<file path="config.mk">
export PLATFORM = sky130hd
export DESIGN_NAME = satagtx_rst_seq
export DESIGN_NICKNAME = d
export VERILOG_FILES = /design/src/rtl/satagtx_rst_seq_pkg.sv /design/src/rtl/satagtx_sync2.sv /design/src/rtl/satagtx_rst_seq.sv
export SDC_FILE = /design/constraint.sdc
export NUM_CORES = 1
export LEC_CHECK = 0
export CORE_MARGIN = 5
export CORE_UTILIZATION = 55
export CTS_CLUSTER_SIZE = 24
export DETAILED_ROUTE_END_ITERATION = 10
export HOLD_SLACK_MARGIN = 0.05
export PLACE_DENSITY = 0.77
export SLEW_MARGIN = 20
export SYNTH_ARGS = -nofsm -noshare
export SYNTH_HDL_FRONTEND = slang
export SYNTH_SLANG_ARGS = --single-unit
</file>
<file path="constraint.sdc">
create_clock -name clk -period 4.9 [get_ports clk]
set_input_delay 0.98 -clock clk [delete_from_list [all_inputs] [get_ports clk]]
set_output_delay 0.98 -clock clk [all_outputs]
set_load 0.005 [all_outputs]
</file>
<file path="src/rtl/satagtx_rst_seq_pkg.sv">
// Shared constants for the SATA GTX reset sequencer: state encodings and counter width.
// The link layer decodes seq_state with these same constants.
package satagtx_rst_seq_pkg;

  localparam int unsigned CNT_W = 16;

  localparam logic [2:0] S_GTXRST    = 3'd0;
  localparam logic [2:0] S_WAIT_PLL  = 3'd1;
  localparam logic [2:0] S_WAIT_DCM  = 3'd2;
  localparam logic [2:0] S_USRRST    = 3'd3;
  localparam logic [2:0] S_WAIT_DONE = 3'd4;
  localparam logic [2:0] S_READY     = 3'd5;
  localparam logic [2:0] S_FAIL      = 3'd6;

endpackage

</file>
<file path="src/rtl/satagtx_sync2.sv">
// 1-bit two-flop synchronizer for GTX status inputs arriving asynchronously to clk.
module satagtx_sync2 (
  input  logic i_clk,
  input  logic i_rst,
  input  logic i_d,
  output logic o_q
);

  (* ASYNC_REG = "TRUE", keep = "true" *) logic r_meta;
  (* ASYNC_REG = "TRUE", keep = "true" *) logic r_sync;

  always_ff @(posedge i_clk) begin
    if (i_rst) begin
      r_meta <= 1'b0;
      r_sync <= 1'b0;
    end else begin
      r_meta <= i_d;
      r_sync <= r_meta;
    end
  end

  assign o_q = r_sync;

endmodule

</file>
<file path="src/rtl/satagtx_rst_seq.sv">
// GTX bring-up/reset sequencer: pulses the tile reset, waits for PLL/DCM lock and
// reset-done, then releases the fabric reset; retries on timeout or lock loss.
module satagtx_rst_seq
  import satagtx_rst_seq_pkg::*;
#(
  parameter string       C_FAMILY        = "virtex5",
  parameter int unsigned C_GTXRST_CYCLES = 8,
  parameter int unsigned C_USRRST_CYCLES = 16,
  parameter int unsigned C_LOCK_TIMEOUT  = 65535,
  parameter int unsigned C_MAX_RETRY     = 3
) (
  input  logic       clk,
  input  logic       rst,
  input  logic       tile0_plllkdet,
  input  logic       refclkout_dcm0_locked,
  input  logic       tile0_txresetdone,
  input  logic       tile0_rxresetdone,
  output logic       gtx_reset,
  output logic       usr_rst,
  output logic       phy_ready,
  output logic       phy_err,
  output logic [3:0] retry_cnt,
  output logic [2:0] seq_state
);

  if (!(C_FAMILY == "virtex5" || C_FAMILY == "spartan6")) begin : g_bad_family
    $error("satagtx_rst_seq: C_FAMILY must be virtex5 or spartan6");
  end

  localparam logic [CNT_W-1:0] L_GTX_LAST = CNT_W'(C_GTXRST_CYCLES - 1);
  localparam logic [CNT_W-1:0] L_USR_LAST = CNT_W'(C_USRRST_CYCLES - 1);
  localparam logic [CNT_W-1:0] L_TO_LAST  = CNT_W'(C_LOCK_TIMEOUT - 1);
  localparam logic [3:0]       L_RTY_LAST = 4'(C_MAX_RETRY - 1);

  logic w_plllk_s, w_dcmlk_s, w_txdone_s, w_rxdone_s;

  satagtx_sync2 u_sync_pll (.i_clk(clk), .i_rst(rst), .i_d(tile0_plllkdet),        .o_q(w_plllk_s));
  satagtx_sync2 u_sync_dcm (.i_clk(clk), .i_rst(rst), .i_d(refclkout_dcm0_locked), .o_q(w_dcmlk_s));
  satagtx_sync2 u_sync_tx  (.i_clk(clk), .i_rst(rst), .i_d(tile0_txresetdone),     .o_q(w_txdone_s));
  satagtx_sync2 u_sync_rx  (.i_clk(clk), .i_rst(rst), .i_d(tile0_rxresetdone),     .o_q(w_rxdone_s));

  logic [2:0]       r_state;
  logic [CNT_W-1:0] r_cnt;
  logic [3:0]       r_retry;
  logic             r_gtx, r_usr, r_rdy, r_err;

  logic [2:0]       w_state_nxt;
  logic [CNT_W-1:0] w_cnt_nxt;
  logic [3:0]       w_retry_nxt;
  logic             w_fail;
  logic             w_lockloss;
  logic             w_timeout;

  always_comb begin
    w_state_nxt = r_state;
    w_retry_nxt = r_retry;
    w_cnt_nxt   = r_cnt + CNT_W'(1);
    w_fail      = 1'b0;
    w_lockloss  = !w_plllk_s || !w_dcmlk_s;
    w_timeout   = (r_cnt == L_TO_LAST);

    // Lock loss beats the exit condition; the exit condition beats the timeout.
    case (r_state)
      S_GTXRST:    if (r_cnt == L_GTX_LAST) w_state_nxt = S_WAIT_PLL;
      S_WAIT_PLL:  if (w_plllk_s) w_state_nxt = S_WAIT_DCM;
                   else if (w_timeout) w_fail = 1'b1;
      S_WAIT_DCM:  if (!w_plllk_s) w_fail = 1'b1;
                   else if (w_dcmlk_s) w_state_nxt = S_USRRST;
                   else if (w_timeout) w_fail = 1'b1;
      S_USRRST:    if (w_lockloss) w_fail = 1'b1;
                   else if (r_cnt == L_USR_LAST) w_state_nxt = S_WAIT_DONE;
      S_WAIT_DONE: if (w_lockloss) w_fail = 1'b1;
                   else if (w_txdone_s && w_rxdone_s) w_state_nxt = S_READY;
                   else if (w_timeout) w_fail = 1'b1;
      S_READY:     if (w_lockloss) w_state_nxt = S_GTXRST;
      S_FAIL:      w_state_nxt = S_FAIL;
      default:     w_state_nxt = S_GTXRST;
    endcase

    if (w_fail) begin
      w_state_nxt = (r_retry == L_RTY_LAST) ? S_FAIL : S_GTXRST;
      if (r_retry != 4'hF) w_retry_nxt = r_retry + 4'd1;
    end

    if (w_state_nxt == S_READY) w_retry_nxt = '0;

    if (w_state_nxt != r_state || w_state_nxt == S_READY || w_state_nxt == S_FAIL)
      w_cnt_nxt = '0;
  end

  always_ff @(posedge clk) begin
    if (rst) begin
      r_state <= S_GTXRST;
      r_cnt   <= '0;
      r_retry <= '0;
      r_gtx   <= 1'b1;
      r_usr   <= 1'b1;
      r_rdy   <= 1'b0;
      r_err   <= 1'b0;
    end else begin
      r_state <= w_state_nxt;
      r_cnt   <= w_cnt_nxt;
      r_retry <= w_retry_nxt;
      r_gtx   <= (w_state_nxt == S_GTXRST);
      r_usr   <= (w_state_nxt != S_READY);
      r_rdy   <= (w_state_nxt == S_READY);
      r_err   <= (w_state_nxt == S_FAIL);
    end
  end

  assign gtx_reset = r_gtx;
  assign usr_rst   = r_usr;
  assign phy_ready = r_rdy;
  assign phy_err   = r_err;
  assign retry_cnt = r_retry;
  assign seq_state = r_state;

endmodule

</file>
==> out/qor.txt <==
CP max stage delay - 0.78 ns
Clock sinks - 35
CP Cell Sequence - and4_1 > nand4_1 > or4_1 > a21o_1 > and3_1 > nor4_4 > nor3_1
Synth Cell Area - 1750 um^2
Worst Hold Launch - u_sync_pll.r_meta
Full die area - 4420 um^2
Combinational share of power - 12.2%
Worst flop-to-flop path endpoint - r_cnt[10]
Reg2reg start - r_cnt[8]
Via Count - 1,580
P_sw - 143 uW
Share of layout cells above drive strength 1 - 6.39%
CP startpoint kind - flop
Final net count - 228
Die Y - 66.5 um
Static leakage power - 0.000714 uW
Pre-CTS setup slack - 1.97 ns
P&R area growth vs syn - 13.3%
CP delay by family, top - simple AND/OR/NAND/NOR gates
Core area - 3050 um^2
Synthesis Warnings - 0
Final wirelength - 3920 um
Cts repair resizes - 0
Post-synthesis average cell area - 8.60 um^2
Clk slew on worst S/H paths - 0.10 ns
Netlist cell types - 43
Worst Slack Setup Final - 1.94 ns
Critical path peak fanout - 16
Setup repair bufs after CTS - 0
Sw frac - 26.0%
Initial antenna violation count - 0
H-tree depth - 2
Clock Skew - 0.0114 ns
Tmin final - 2.96 ns
Dpl hpwl - 2750 um
Final ANT Viol Nets - 0
Routed WL per cell - 14.9 um
CTS Buffer Depth - 2
First-pass GRT wire length - 6820 um
Clock power share - 32.5%
Yosys reg bits - 35
Die Span X - 66.5 um
Vias per cell - 6.01
Maximum clock frequency - 0.338 GHz
Num rows - 20
RD Place Congestion - 0.933
Max-cap violation count - 0
DRC violations left - 0
Reg power frac - 55.3%
Status - completed
Final Instance Area - 1990 um^2
Power density over the cells - 278 nW/um^2
GRT Resource Usage Total - 19.6%
Most common cell after layout, fill and taps aside - dfxtp_1
Hold Buf Count CTS - 0
Int Power - 408 uW
Router iterations before antenna repair - 5
Post-synth EDFFs - 0
Clk Tree Root Cell - clkbuf_4
Critical-path top delay cell - nor4_4
RSZ-0062 raised after global routing - no
Final Max Slew Viols - 0
Vias in the first global route - 1,503
Num CTS Buffers - 5
Reg2Reg Depth - 7
Pin count of the biggest net entering global routing - 20
Ys flop type - dfxtp_1
Register area share after synthesis - 39.9%
Final setup TNS - 0 ns
CP Depth - 7
GR Overflow Total - 0
Tightest Pin Transition - 0.850 ns
Final setup violation count - 0
Worst skew pair latency - 0.34 ns
Worst path bufs/invs - 0
FF-to-FF setup slack - 1.94 ns
Crit. End Element - flop
Fin crit share - 60.4%
Yosys top cell by area - dfxtp_1
Post-synth ARST share - 0%
Initial DRC Count - 175
Synth area leaders - dfxtp_1 (40%), nand3_1 (8.6%), nor3_1 (5.7%), xnor2_1 (4.5%), nor2b_1 (4.3%)
Io pins - 17
Starting density of the core - 57.5%
Kind of critical path - reg2reg
Synth top area share - 39.9%
Syn_nets - 214
Worst Path Arrival - 3.15 ns
PortBufs - 16
Worst VDD drop - 0.194 mV
Setup crit start - r_cnt[8]
Worst hold path type - reg2reg
Max-slew headroom - 42.9%
Most frequent cells in the layout - dfxtp_1 (35), nand3_1 (30), nor3_1 (20)
ANT cells - 0
CP endpoint - r_cnt[10]
Placed cell area - 1920 um^2
CTS tree - yes
Post-synthesis instance total - 204
Fin. Hold Viols - 0
CP Data Required Time - 5.09 ns
[flip-flops by register name (all words and copies together) (netlist names)]
| name | cells |
|---|---|
| u_sync_rx.r_meta | 1 |
| u_sync_dcm.r_meta | 1 |
| retry_cnt | 4 |
| u_sync_tx.r_meta | 1 |
| r_cnt | 16 |
| u_sync_dcm.o_q | 1 |
| u_sync_pll.r_meta | 1 |
| phy_err | 1 |
| seq_state | 3 |
| usr_rst | 1 |
| phy_ready | 1 |
| gtx_reset | 1 |
| u_sync_rx.o_q | 1 |
| u_sync_pll.o_q | 1 |
| u_sync_tx.o_q | 1 |
[cell families (layout without fill, tap and decap cells)]
| logic type | Yosys count | count (layout) | share of synthesized area [%] |
|---|---|---|---|
| AO/OA/AOI/OAI | 25 | 25 | 10.3 |
| XOR/XNOR | 16 | 16 | 7.99 |
| adder cells (fa/ha/maj) | 4 | 4 | 2.85 |
| buffers and inverters | 15 | 30 | 4.21 |
| flip-flops | 35 | 35 | 39.9 |
| AND/OR/NAND/NOR | 109 | 109 | 34.7 |
[layer usage]
metal | track usage [%] | part of all wire [%] | wire (um)
met2 | 31.6 | 48 | 1860
met5 | 0 | 0 | 0
met4 | 7.87 | 1.8 | 70
met1 | 25.4 | 45 | 1770
met3 | 4.05 | 5.5 | 215
[through the flow]
step                cells  hold WS, ns  power (uW)  utilization, %
floorplan             204        0.414         362               -
global placement      255        0.418         375            62.8
detailed placement    255        0.428         379            62.8
CTS                   263        0.456         556            65.1
global route          263        0.467         575            65.1
finish                263        0.449         552            65.1
[power by group through the flow]
| stage | Sequential, uW | Combinational (uW) | Clock (uW) |
|---|---|---|---|
| after global routing | 307 | 73.8 | 195 |
| after global placement | 310 | 64.5 | 0 |
| after CTS | 305 | 67.5 | 184 |
| after detailed placement | 311 | 67.1 | 0 |
| final | 305 | 67.6 | 179 |
| after floorplan | 307 | 55.2 | 0 |
[synth_stat cells, types with 2 or more instances]
library cell and number:
a21o_1 2, o21ai_0 4, nor4_4 2, buf_2 2
xnor2_1 9, clkbuf_1 5, dfxtp_1 35, nor2_1 15
nand2_1 9, and3_1 2, buf_6 2, inv_1 6
nor2b_1 12, xor2_1 7, a31oi_1 2, ha_1 4
nor4_1 3, a21oi_1 5, nand4_1 6, nor3_1 20
nand3_1 30
[worst min path at each step]
stage | depth (start not counted) | slack, ns | to
final | 1 | 0.45 | u_sync_pll.o_q
after global routing | 1 | 0.47 | u_sync_pll.o_q
after CTS | 1 | 0.46 | u_sync_pll.o_q
after detailed placement | 1 | 0.43 | u_sync_tx.o_q
after global placement | 1 | 0.42 | u_sync_tx.o_q
after floorplan | 1 | 0.41 | u_sync_dcm.o_q
[area by class of cell]
type	count	area [um^2]
Multi-Input combinational cell	154	980
Fill cell	271	1070
Inverter	6	22.5
Clock buffer	8	68.8
Tap cell	44	55.1
Timing Repair Buffer	16	160
Sequential cell	35	701
No activity file was read; power rests on OpenSTA's default activity.
